`src/rtl/prime_pkg.sv`:
```
// prime_pkg: shared FSM state type and default width for the prime scanner.
package prime_pkg;
  localparam int DEF_WIDTH = 11;
  typedef enum logic [2:0] {IDLE, LOAD, TEST, EMIT, DONE} state_t;
endpackage

```
`src/rtl/prime_scanner_if.sv`:
```
// prime_scanner_if: start/result handshake bundle between a consumer (master) and the scanner (slave).
interface prime_scanner_if
  import prime_pkg::*;
#(
  parameter int WIDTH     = DEF_WIDTH,
  parameter int CNT_WIDTH = WIDTH
);
  logic                 start;
  logic [WIDTH-1:0]     num_max;
  logic                 res_valid;
  logic                 res_ready;
  logic [WIDTH-1:0]     number_checked;
  logic                 prime;
  logic [CNT_WIDTH-1:0] number_of_primes;
  logic                 busy;
  logic                 done;
  modport master (
    output start, num_max, res_ready,
    input  res_valid, number_checked, prime, number_of_primes, busy, done
  );
  modport slave (
    input  start, num_max, res_ready,
    output res_valid, number_checked, prime, number_of_primes, busy, done
  );
endinterface

```
`src/rtl/prime_mod_unit.sv`:
```
// prime_mod_unit: n mod d by restoring division, one quotient bit per cycle; rem_valid pulses WIDTH cycles after start.
module prime_mod_unit
  import prime_pkg::*;
#(
  parameter int WIDTH = DEF_WIDTH
) (
  input  logic             clk,
  input  logic             rst,
  input  logic             start,
  input  logic [WIDTH-1:0] n,
  input  logic [WIDTH-1:0] d,
  output logic             rem_valid,
  output logic [WIDTH-1:0] rem
);
  localparam int CW = $clog2(WIDTH + 1);
  logic [WIDTH-1:0] a, dv, r;
  logic [CW-1:0]    cnt;
  logic [WIDTH:0]   sh;
  assign sh  = {r, a[WIDTH-1]};
  assign rem = r;
  always_ff @(posedge clk) begin
    if (rst) begin
      a         <= '0;
      dv        <= '0;
      r         <= '0;
      cnt       <= '0;
      rem_valid <= 1'b0;
    end else begin
      rem_valid <= 1'b0;
      if (start) begin
        a   <= n;
        dv  <= d;
        r   <= '0;
        cnt <= CW'(WIDTH);
      end else if (cnt != '0) begin
        a         <= a << 1;
        r         <= (sh >= {1'b0, dv}) ? WIDTH'(sh - {1'b0, dv}) : sh[WIDTH-1:0];
        cnt       <= cnt - CW'(1);
        rem_valid <= (cnt == CW'(1));
      end
    end
  end
endmodule

```
`src/rtl/prime_scanner.sv`:
```
// prime_scanner: emits one primality beat per candidate 2..num_max using trial division.
// Define PRIME_SCANNER_ODD_SKIP_EN to skip even candidates above 2.
module prime_scanner
  import prime_pkg::*;
#(
  parameter int WIDTH     = DEF_WIDTH,
  parameter int CNT_WIDTH = WIDTH
) (
  input  logic           clk,
  input  logic           rst,
  prime_scanner_if.slave bus
);
  state_t               state;
  logic [WIDTH-1:0]     n, d, max_r, rem;
  logic [2*WIDTH-1:0]   sq;
  logic [CNT_WIDTH-1:0] count;
  logic                 is_prime, done_r, div_start, div_wait, rem_valid;
  logic [WIDTH:0]       nxt;
  // one extra bit so the step past 2^WIDTH-1 ends the scan instead of wrapping
`ifdef PRIME_SCANNER_ODD_SKIP_EN
  assign nxt = {1'b0, n} + ((n == WIDTH'(2)) ? (WIDTH+1)'(1) : (WIDTH+1)'(2));
`else
  assign nxt = {1'b0, n} + (WIDTH+1)'(1);
`endif
  prime_mod_unit #(.WIDTH(WIDTH)) u_mod (
    .clk       (clk),
    .rst       (rst),
    .start     (div_start),
    .n         (n),
    .d         (d),
    .rem_valid (rem_valid),
    .rem       (rem)
  );
  always_ff @(posedge clk) begin
    if (rst) begin
      state     <= IDLE;
      n         <= '0;
      d         <= '0;
      sq        <= '0;
      max_r     <= '0;
      count     <= '0;
      is_prime  <= 1'b0;
      done_r    <= 1'b0;
      div_start <= 1'b0;
      div_wait  <= 1'b0;
    end else begin
      div_start <= 1'b0;
      case (state)
        IDLE: if (bus.start) begin
          max_r  <= bus.num_max;
          count  <= '0;
          done_r <= 1'b0;
          n      <= WIDTH'(2);
          state  <= (bus.num_max < WIDTH'(2)) ? DONE : LOAD;
        end
        LOAD: begin
          d     <= WIDTH'(2);
          sq    <= (2*WIDTH)'(4);
          state <= TEST;
        end
        TEST: if (!div_wait) begin
          if (sq > (2*WIDTH)'(n)) begin
            is_prime <= 1'b1;
            state    <= EMIT;
          end else begin
            div_start <= 1'b1;
            div_wait  <= 1'b1;
          end
        end else if (rem_valid) begin
          div_wait <= 1'b0;
          if (rem == '0) begin
            is_prime <= 1'b0;
            state    <= EMIT;
          end else begin
            // (d+1)^2 = d^2 + 2d + 1
            sq <= sq + (2*WIDTH)'({d, 1'b1});
            d  <= d + WIDTH'(1);
          end
        end
        EMIT: if (bus.res_ready) begin
          count <= count + CNT_WIDTH'(is_prime);
          if (nxt > {1'b0, max_r}) state <= DONE;
          else begin
            n     <= nxt[WIDTH-1:0];
            state <= LOAD;
          end
        end
        DONE: begin
          done_r <= 1'b1;
          state  <= IDLE;
        end
        default: state <= IDLE;
      endcase
    end
  end
  assign bus.res_valid        = (state == EMIT);
  assign bus.number_checked   = n;
  assign bus.prime            = is_prime;
  assign bus.number_of_primes = count;
  assign bus.busy             = state inside {LOAD, TEST, EMIT};
  assign bus.done             = done_r;
endmodule

```
`src/flat_wrapper.sv`:
```
// flat-port wrapper written by rule: the top's interface ports become plain ports
module prime_scanner_flat import prime_pkg::*;
#(
  parameter int WIDTH     = DEF_WIDTH,
  parameter int CNT_WIDTH = WIDTH
)
  (clk, rst, bus_start, bus_num_max, bus_res_ready, bus_res_valid, bus_number_checked, bus_prime, bus_number_of_primes, bus_busy, bus_done);
  prime_scanner_if #(.WIDTH(WIDTH), .CNT_WIDTH(CNT_WIDTH)) bus_i ();
  input  logic clk;
  input  logic rst;
  input wire logic [$bits(bus_i.start)-1:0] bus_start;
  input wire logic [$bits(bus_i.num_max)-1:0] bus_num_max;
  input wire logic [$bits(bus_i.res_ready)-1:0] bus_res_ready;
  output wire logic [$bits(bus_i.res_valid)-1:0] bus_res_valid;
  output wire logic [$bits(bus_i.number_checked)-1:0] bus_number_checked;
  output wire logic [$bits(bus_i.prime)-1:0] bus_prime;
  output wire logic [$bits(bus_i.number_of_primes)-1:0] bus_number_of_primes;
  output wire logic [$bits(bus_i.busy)-1:0] bus_busy;
  output wire logic [$bits(bus_i.done)-1:0] bus_done;
  assign bus_i.start = bus_start;
  assign bus_i.num_max = bus_num_max;
  assign bus_i.res_ready = bus_res_ready;
  assign bus_res_valid = bus_i.res_valid;
  assign bus_number_checked = bus_i.number_checked;
  assign bus_prime = bus_i.prime;
  assign bus_number_of_primes = bus_i.number_of_primes;
  assign bus_busy = bus_i.busy;
  assign bus_done = bus_i.done;
  prime_scanner #(.WIDTH(WIDTH), .CNT_WIDTH(CNT_WIDTH)) u_core (.clk(clk), .rst(rst), .bus(bus_i));
endmodule
```
`config.mk`:
```
export PLATFORM = sky130hd
export DESIGN_NAME = prime_scanner_flat
export DESIGN_NICKNAME = d
export VERILOG_FILES = /design/src/rtl/prime_pkg.sv /design/src/rtl/prime_scanner_if.sv /design/src/rtl/prime_mod_unit.sv /design/src/rtl/prime_scanner.sv /design/src/flat_wrapper.sv
export SDC_FILE = /design/constraint.sdc
export NUM_CORES = 1
export LEC_CHECK = 0
export CAP_MARGIN = 20
export CORE_MARGIN = 2
export CORE_UTILIZATION = 45
export CTS_BUF_LIST = sky130_fd_sc_hd__clkbuf_4 sky130_fd_sc_hd__clkbuf_8
export CTS_CLUSTER_SIZE = 24
export DETAILED_ROUTE_END_ITERATION = 10
export PLACE_DENSITY_LB_ADDON = 0.15
export SLEW_MARGIN = 20
export SYNTH_ARGS = -nofsm -noshare
export SYNTH_HDL_FRONTEND = slang
export SYNTH_SLANG_ARGS = --single-unit
```
`constraint.sdc`:
```
create_clock -name clk -period 3.8 [get_ports clk]
set_input_delay 1.14 -clock clk [delete_from_list [all_inputs] [get_ports clk]]
set_output_delay 1.14 -clock clk [all_outputs]
set_load 0.01 [all_outputs]
```
==> results of run 1 <==
[state kept, by name (all words and copies together), names as in the netlist]
signal and flops:
u_core.div_wait 1, u_core.bus.number_checked 11, u_core.state 3, u_core.u_mod.rem_valid 1, u_core.sq 22, u_core.u_mod.cnt 4, u_core.d 11, u_core.bus.number_of_primes 11
u_core.u_mod.rem 11, u_core.bus.prime 1, u_core.div_start 1, u_core.bus.done 1, u_core.u_mod.dv 11, u_core.max_r 11, u_core.u_mod.a 11
[per-stage QoR]
step / setup slack, ns / util (%)
6_report: 0.254 / 51.1
5_1_grt: 0.0185 / 51.1
4_1_cts: 0.108 / 50.9
3_5_place_dp: 0.0322 / 49.6
3_3_place_gp: 0.150 / 49.6
2_1_floorplan: 0.519 / -
[cells in the mapped netlist (3+ instances only)]
| library cell | n | area [um^2] |
|---|---|---|
| nand4b_1 | 4 | 35.0 |
| a211oi_1 | 14 | 105 |
| a21oi_1 | 88 | 440 |
| clkbuf_1 | 21 | 78.8 |
| o21a_1 | 4 | 30.0 |
| and3_1 | 14 | 87.6 |
| xnor2_1 | 12 | 105 |
| dfxtp_1 | 111 | 2220 |
| o21ai_0 | 30 | 150 |
| nor3b_1 | 3 | 22.5 |
| nand3_1 | 33 | 165 |
| nand4_1 | 22 | 138 |
| mux2i_1 | 16 | 160 |
| nor4_1 | 12 | 75.1 |
| nand2b_1 | 4 | 25.0 |
| nand2_1 | 92 | 345 |
| or3_1 | 11 | 68.8 |
| buf_2 | 5 | 25.0 |
| a41oi_1 | 3 | 26.3 |
| and4_1 | 3 | 26.3 |
| a21o_1 | 15 | 113 |
| o211ai_1 | 3 | 22.5 |
| a41o_1 | 3 | 30.0 |
| a31oi_1 | 6 | 37.5 |
| xor2_1 | 24 | 210 |
| nor3_1 | 8 | 40.0 |
| nor2b_1 | 4 | 25.0 |
| o21ai_1 | 3 | 15.0 |
| o22ai_1 | 4 | 25.0 |
| inv_1 | 43 | 161 |
| a22oi_1 | 6 | 45.0 |
| buf_1 | 4 | 15.0 |
| o31ai_1 | 5 | 37.5 |
| ha_1 | 48 | 601 |
| or4_1 | 3 | 22.5 |
| nor2_1 | 90 | 338 |
[layout make-up]
cell class	count	area, um^2
Multi-Input combinational cell	630	4070
Clock buffer	9	124
Tap cell	184	230
Clock inverter	7	61.3
Sequential cell	111	2220
Inverter	45	169
Timing Repair Buffer	54	500
Fill cell	1435	7050
[power by group]
group          switching (mW)  internal, mW  leakage (nW)
registers              0.0868          1.24         0.899
clock network           0.451         0.254        0.0945
logic                   0.705         0.418          1.90
[metal layers]
layer  share of wire, %  wire length [um]  global-route usage (%)
met4                2.6               442                    7.84
met5                  0                 0                       0
met3                3.1               532                    4.60
met2                 46              7860                    35.2
met1                 48              8240                    30.0
[repair_timing]
action                     4_1_cts  5_1_grt
resized for setup                1        2
buffers inserted                 0        2
pin swaps                        0        1
setup endpoints to repair        1       12
[critical path, stage by stage, from the launching register on]
cell             delay [ns]
dfxtp_1                0.56
nor2b_1                0.32
nand2_1                0.23
inv_1                  0.30
clkdlybuf4s50_1        0.60
[worst min path at each step]
| stage | start | to | cells after the start |
|---|---|---|---|
| 2_1_floorplan | u_core.max_r[10] | u_core.max_r[10] | 2 |
| 3_5_place_dp | u_core.max_r[1] | u_core.max_r[1] | 2 |
| 4_1_cts | u_core.max_r[1] | u_core.max_r[1] | 2 |
| 5_1_grt | u_core.max_r[6] | u_core.max_r[6] | 2 |
| 6_report | u_core.max_r[1] | u_core.max_r[1] | 2 |
| 3_3_place_gp | u_core.max_r[6] | u_core.max_r[6] | 2 |
[logic make-up after synthesis]
family	Yosys count
multiplexers	16
AND/OR/NAND/NOR	321
buffers and inverters	77
adder cells (fa/ha/maj)	50
flip-flops	111
XOR/XNOR	36
AO/OA/AOI/OAI	207
==> flow_metrics.env, run 1 <==
export IMPL_synth_compound_area_share_pct=20.3
export IMPL_synthCells=818
export IMPL_setup_viol=0
export IMPL_fin_nets=916
export IMPL_cts_inserted_buffers=9
export IMPL_first_global_vias=5698
export IMPL_io_pins=41
export IMPL_finalCritPeriodShare_pct=93.3
export IMPL_dieArea_um2=15600
export IMPL_final_setup_skew_ns=0.00802
export IMPL_ant_nets=0
export IMPL_ys_flop_type="dfxtp_1"
export IMPL_cts_clk_slew_worst_paths_ns=0.11
export IMPL_r2r_end="u_core.bus.number_checked[6]"
export IMPL_coreArea_um2=14400
export IMPL_start_kind="register"
export IMPL_rr_startpoint="u_core.bus.number_checked[0]"
export IMPL_synth_seq_area_share_pct=33.8
export IMPL_rows=44
export IMPL_ctsHoldBuffers=0
export IMPL_max_slew_worst_pin_slew_ns=0.826
export IMPL_whs_ns=0.463
export IMPL_hp_class="register to register"
export IMPL_insertion_delay_ns=0.40
export IMPL_rsz0062_at_grt="false"
export IMPL_p_leak_nw=2.90
export IMPL_vias_per_cell=5.74
export IMPL_h_tree_depth=3
export IMPL_ys_seq_elements=111
export IMPL_syn_cell_area_um2=6570
export IMPL_synth_warnings=0
export IMPL_power_mw=3.15
export IMPL_r2r_slack_ns=0.31
export IMPL_vdd_drop_max_uv=231
export IMPL_drv_slew=0
export IMPL_final_cells=1040
export IMPL_p_per_area_nw_per_um2=427
export IMPL_drt_total_wl_mm=17.1
export IMPL_dp_cells=1022
export IMPL_drc=0
export IMPL_clockBufferDepth=2
export IMPL_grt_pass1_wl_mm=28.3
export IMPL_synthAdderAreaFrac_pct=9.75
export IMPL_synth_edf_count=0
export IMPL_status="finished clean"
export IMPL_cp_startpoint="u_core.state[0]"
export IMPL_synth_mux_area_share_pct=2.44
export IMPL_dieWidth_um=125
export IMPL_portBuffers=40
export IMPL_grt_max_degree=39
export IMPL_r2r_cells=13
export IMPL_synth_async_reset_ratio_pct=0
export IMPL_fmax_mhz=282
export IMPL_dp_hpwl_mm=12.6
export IMPL_fp_dieH_um=125
export IMPL_worst_ep_arrival_time_ns=2.41
export IMPL_gp_congestion=0.912
export IMPL_root_buffer="clkbuf_8"
export IMPL_yosys_area_share_xor_xnor_pct=4.80
export IMPL_layout_commonest_cell="dfxtp_1"
export IMPL_detail_route_wl_per_cell_um=16.4
export IMPL_start_util_pct=45.5
export IMPL_fin_crit_ns=3.55
export IMPL_tritoncts="yes"
export IMPL_crit_end="bus_res_valid"
export IMPL_synthDistinctLibCells=72
export IMPL_maxCapViolCount=0
export IMPL_dpl_cell_area_um2=7150
export IMPL_layout_common_cells="dfxtp_1, nand2_1, nor2_1, a21oi_1, ha_1"
export IMPL_worst_setup_path_type="register to primary output"
export IMPL_syn_to_final_growth_pct=12.3
export IMPL_crit_fanout=10
export IMPL_clock_sinks=111
export IMPL_hold_violations=0
export IMPL_setup_tns_ns=0
export IMPL_n_antenna_cell=0
export IMPL_grt_antenna_before_repair=0
export IMPL_cp_required_ns=2.66
export IMPL_grt_use_total_pct=22.2
export IMPL_final_cell_area_um2=7380
export IMPL_syn_area_per_cell_um2=8.03
export IMPL_layout_drive_gt1_share_pct=6.43
export IMPL_firstDrtPassIters=5
export IMPL_synth_simple_area_share_pct=24.2
export IMPL_synth_top_family_by_area="simple AND/OR/NAND/NOR gates"
export IMPL_drt_iter0_drc=312
export IMPL_vias=5968
export IMPL_synth_nets=883
export IMPL_slew_headroom_pct=44.8
export IMPL_crit_path_end_kind="primary output"
export IMPL_grt_overflow_total=0
(Power assumes the default switching activity.)
==> run 2: changes to the inputs <==
- clock period: 3.8 -> 3.9 ns (I/O delays scaled with it)
==> flow_metrics.env, run 2 (synthesized netlist as in run 1, its figures left out) <==
export IMPL_status="finished clean"
export IMPL_crit_path_cell_trace="nand3_2 -> nor3_4 -> nand3_1 -> or3_1 -> xnor2_1 -> ha_1 -> a21o_1 -> a2111oi_1 -> a21o_1 -> nand3_1 -> o22ai_1"
export IMPL_seqCellArea_um2=2220
export IMPL_power_internal_mw=1.85
export IMPL_dieWidth_um=125
export IMPL_hold_depth=2
export IMPL_tritoncts="yes"
export IMPL_io_pins=41
export IMPL_vdd_drop_max_uv=201
export IMPL_p_leak_nw=2.87
export IMPL_power_mw=3.04
export IMPL_layout_drive_gt1_share_pct=5.64
export IMPL_cts_clk_slew_worst_paths_ns=0.11
export IMPL_cp_top_family="compound AO/OA/AOI/OAI gates"
export IMPL_path_buf_inv=0
export IMPL_portBuffers=40
export IMPL_final_util_pct=50.7
export IMPL_r2r_cells=11
export IMPL_worst_setup_path_type="register to register"
export IMPL_r2r_slack_ns=0.23
export IMPL_min_to="u_core.max_r[2]"
export IMPL_crit_path_end_kind="register"
export IMPL_fin_crit_ns=3.67
export IMPL_final_setup_skew_ns=0.0145
export IMPL_drv_slew=0
export IMPL_slew_headroom_pct=44.7
export IMPL_max_slew_worst_pin_slew_ns=0.827
export IMPL_largest_reg_flops=22
export IMPL_slowest_delay_ns=0.61
export IMPL_ant_nets=0
export IMPL_rsz0062_at_grt="false"
export IMPL_cts_repair_resized=0
export IMPL_critPathSlowestCell="a2111oi_1"
export IMPL_dp_hpwl_mm=12.4
export IMPL_hold_violations=0
export IMPL_fmax_mhz=273
export IMPL_fp_dieH_um=125
export IMPL_clock_sinks=111
export IMPL_largest_register="u_core.sq"
export IMPL_finalCritPeriodShare_pct=94.1
export IMPL_start_util_pct=45.5
export IMPL_firstDrtPassIters=5
export IMPL_cp_required_ns=4.22
export IMPL_pre_cts_ws_ns=0.377
export IMPL_hp_start="u_core.max_r[2]"
export IMPL_p_comb_share_pct=35.2
export IMPL_ctsHoldBuffers=0
export IMPL_fin_nets=911
export IMPL_detail_route_wl_per_cell_um=16.2
export IMPL_cts_inserted_buffers=9
export IMPL_root_buffer="clkbuf_8"
export IMPL_whs_ns=0.464
export IMPL_rows=44
export IMPL_coreArea_um2=14400
export IMPL_first_global_vias=5634
export IMPL_hp_class="register to register"
export IMPL_p_seq_share_pct=42.7
export IMPL_grt_max_degree=39
export IMPL_p_sw_share_pct=39.2
export IMPL_p_per_area_nw_per_um2=416
export IMPL_grt_use_total_pct=21.7
export IMPL_setup_viol=0
export IMPL_insertion_delay_ns=0.40
export IMPL_h_tree_depth=3
export IMPL_worst_ep_arrival_time_ns=3.99
export IMPL_drc=0
export IMPL_drt_iter0_drc=430
export IMPL_vias_per_cell=5.80
export IMPL_layout_common_cells="dfxtp_1, nand2_1, nor2_1, a21oi_1, ha_1"
export IMPL_clkPwrFrac_pct=22.1
export IMPL_dieArea_um2=15600
export IMPL_n_fill_cell=1415
export IMPL_vias=5998
export IMPL_r2r_end="u_core.bus.number_checked[2]"
export IMPL_postCtsSetupRepairBufs=0
export IMPL_multiInputGateArea_um2=4050
export IMPL_drt_total_wl_mm=16.8
export IMPL_grt_overflow_total=0
export IMPL_maxCapViolCount=0
export IMPL_n_antenna_cell=0
export IMPL_p_sw_mw=1.19
export IMPL_syn_to_final_growth_pct=11.3
export IMPL_grt_pass1_wl_mm=27.7
export IMPL_grt_antenna_before_repair=0
export IMPL_setup_ws_ns=0.230
export IMPL_setup_tns_ns=0
export IMPL_crit_fanout=8
export IMPL_rr_startpoint="u_core.bus.number_checked[0]"
export IMPL_clockBufferDepth=2
export IMPL_start_kind="register"
export IMPL_layout_commonest_cell="dfxtp_1"
export IMPL_gp_congestion=0.918
-- run 2: worst max path at each step --
stage / startpoint / endpoint / slack [ns] / cells after the start
after floorplan: u_core.bus.number_checked[0] / u_core.bus.number_checked[1] / 0.62 / 12
after global placement: u_core.bus.number_checked[0] / u_core.bus.number_checked[6] / 0.58 / 12
after CTS: u_core.bus.number_checked[0] / u_core.bus.number_checked[2] / 0.33 / 11
after global routing: u_core.bus.number_checked[0] / u_core.bus.number_checked[0] / 0.02 / 13
final: u_core.bus.number_checked[0] / u_core.bus.number_checked[2] / 0.23 / 11
after detailed placement: u_core.bus.number_checked[0] / u_core.bus.number_checked[2] / 0.38 / 11
-- run 2: final cells by class --
class	count	share of cell area [%]
sequential	111	30.4
timing repair buffer	49	6.33
clock buffer	9	1.69
inverter	45	2.31
tap	184	3.15
clock inverter	7	0.736
multi-input combinational	630	55.4
-- run 2: per-layer routing --
| layer | routed length (um) | part of all wire, % | global-route usage, % |
|---|---|---|---|
| met5 | 0 | 0 | 0 |
| met4 | 387 | 2.3 | 6.73 |
| met3 | 710 | 4.2 | 5.11 |
| met2 | 7780 | 46 | 35.2 |
| met1 | 7900 | 47 | 28.6 |
-- run 2: power by group through the flow --
stage	Sequential (mW)	Clock, mW	Combinational, mW
finish	1.30	0.673	1.07
global route	1.31	0.735	1.21
CTS	1.30	0.701	1.07
detailed placement	1.32	0	1.07
global placement	1.32	0	1.04
floorplan	1.28	0	0.836
-- run 2: metrics by stage --
step	std cells	area (um^2)
floorplan	818	6570
global placement	1019	7130
detailed placement	1019	7130
CTS	1035	7310
global route	1035	7310
finish	1035	7310
-- run 2: worst min-delay path: stages, from the launching register on --
cell	delay, ns
dfxtp_1	0.32
nand2_1	0.05
a21oi_1	0.05
==> run 3: changes to the inputs <==
- clock period: 3.9 -> 4.46 ns (I/O delays scaled with it)
==> flow_metrics.env, run 3 (synthesized netlist as in run 1, its figures left out) <==
export IMPL_fin_nets=908
export IMPL_h_tree_depth=3
export IMPL_rsz0062_at_grt="false"
export IMPL_max_slew_worst_pin_slew_ns=0.852
export IMPL_cp_required_ns=4.77
export IMPL_clock_sinks=111
export IMPL_syn_to_final_growth_pct=11.4
export IMPL_setup_tns_ns=0
export IMPL_drt_iter0_drc=439
export IMPL_seqCellArea_um2=2220
export IMPL_p_leak_nw=2.86
export IMPL_ctsHoldBuffers=0
export IMPL_cts_repair_resized=0
export IMPL_cp_startpoint="u_core.bus.number_checked[0]"
export IMPL_detail_route_wl_per_cell_um=16.6
export IMPL_worst_setup_path_type="register to register"
export IMPL_tritoncts="yes"
export IMPL_drv_slew=0
export IMPL_cts_clk_slew_worst_paths_ns=0.11
export IMPL_finalCritPeriodShare_pct=90.2
export IMPL_hp_class="register to register"
export IMPL_multiInputGateArea_um2=4050
export IMPL_n_fill_cell=1416
export IMPL_clockBufferDepth=2
export IMPL_vias=5973
export IMPL_worst_ep_arrival_time_ns=4.33
export IMPL_hp_start="u_core.max_r[10]"
export IMPL_largest_register="u_core.sq"
export IMPL_final_cell_area_um2=7320
export IMPL_dp_hpwl_mm=12.7
export IMPL_drc=0
export IMPL_slowest_delay_ns=0.59
export IMPL_firstDrtPassIters=6
export IMPL_layout_common_cells="dfxtp_1, nand2_1, nor2_1, a21oi_1, ha_1"
export IMPL_grt_pass1_wl_mm=28.7
export IMPL_vdd_drop_max_uv=193
export IMPL_first_global_vias=5832
export IMPL_cts_inserted_buffers=9
export IMPL_vias_per_cell=5.79
export IMPL_fp_dieH_um=125
export IMPL_portBuffers=40
export IMPL_insertion_delay_ns=0.40
export IMPL_ant_nets=0
export IMPL_fmax_mhz=249
export IMPL_grt_max_degree=39
export IMPL_rows=44
export IMPL_status="finished clean"
export IMPL_r2r_cells=11
export IMPL_start_kind="register"
export IMPL_io_pins=41
export IMPL_hold_depth=2
export IMPL_grt_overflow_total=0
export IMPL_dieWidth_um=125
export IMPL_largest_reg_flops=22
export IMPL_grt_antenna_before_repair=0
export IMPL_setup_viol=0
export IMPL_dpl_cell_area_um2=7110
export IMPL_final_cells=1031
export IMPL_hold_violations=0
export IMPL_gp_congestion=0.887
export IMPL_coreArea_um2=14400
export IMPL_crit_path_cell_trace="nand3_2 -> nor3_4 -> nand3_1 -> or3_1 -> xnor2_1 -> ha_1 -> a21o_1 -> a2111oi_1 -> nand3_1 -> and3_1 -> o21a_1"
export IMPL_dp_cells=1016
export IMPL_layout_drive_gt1_share_pct=5.19
export IMPL_cp_common_cell="nand3_1"
export IMPL_n_antenna_cell=0
export IMPL_layout_commonest_cell="dfxtp_1"
export IMPL_fin_crit_ns=4.02
export IMPL_crit_fanout=12
export IMPL_rr_startpoint="u_core.bus.number_checked[0]"
export IMPL_dieArea_um2=15600
export IMPL_start_util_pct=45.5
export IMPL_root_buffer="clkbuf_8"
export IMPL_grt_use_total_pct=22.3
export IMPL_crit_path_end_kind="register"
export IMPL_drt_total_wl_mm=17.1
export IMPL_maxCapViolCount=0
export IMPL_final_setup_skew_ns=0.0186
export IMPL_critPathSlowestCell="a2111oi_1"
export IMPL_postCtsSetupRepairBufs=0
export IMPL_slew_headroom_pct=43.0
export IMPL_p_per_area_nw_per_um2=372
run 3: changes by cell type in the layout (fill, tap and decap cells not counted), sizes merged:
cell	change
bufinv	+1
inv	-2
clkbuf	+1
clkinv	-3
clkinvlp	+2
buf	-3
run 3: path summary, 6_finish.rpt:
path / endpoint / slack (ns)
worst max-delay path: u_core.bus.number_checked[4] / 0.44
worst min-delay path: u_core.max_r[10] / 0.46
worst max register to register: u_core.bus.number_checked[4] / 0.44
worst min register to register: u_core.max_r[10] / 0.46
run 3: area by class of cell:
| cell class | count | share of cell area, % |
|---|---|---|
| timing repair buffer | 46 | 6.02 |
| clock inverter | 5 | 0.889 |
| clock buffer | 10 | 1.88 |
| inverter | 45 | 2.31 |
| multi-input combinational | 630 | 55.4 |
| sequential | 111 | 30.4 |
| tap | 184 | 3.15 |
run 3: routing by layer:
metal / wire, um / GRT usage (%) / up-vias
li1: - / - / 2993
met1: 7880 / 28.7 / 2852
met2: 8240 / 38.1 / 109
met3: 707 / 4.73 / 19
met4: 276 / 5.95 / 0
met5: 0 / 0 / -
run 3: where the power goes:
group / internal (mW) / switching, mW
combinational: 0.350 / 0.593
clock: 0.278 / 0.363
sequential: 1.06 / 0.0796
run 3: stage by stage:
| stage | hold WS, ns | setup WS (ns) | power [mW] | util [%] |
|---|---|---|---|---|
| floorplan | 0.436 | 1.18 | 1.85 | - |
| global placement | 0.445 | 0.675 | 2.07 | 49.3 |
| detailed placement | 0.449 | 0.550 | 2.09 | 49.3 |
| CTS | 0.464 | 0.517 | 2.74 | 50.7 |
| global route | 0.494 | 0.170 | 2.91 | 50.7 |
| finish | 0.461 | 0.437 | 2.72 | 50.7 |
run 3: critical path, delay by kind of cell (launching register included):
family	cells	cell delay (ns)
AOI/OAI and AO/OA	3	0.93
xor gates and xnor gates	1	0.25
adders and majority gates	1	0.31
DFF	1	0.51
and+or+nand+nor	6	1.91
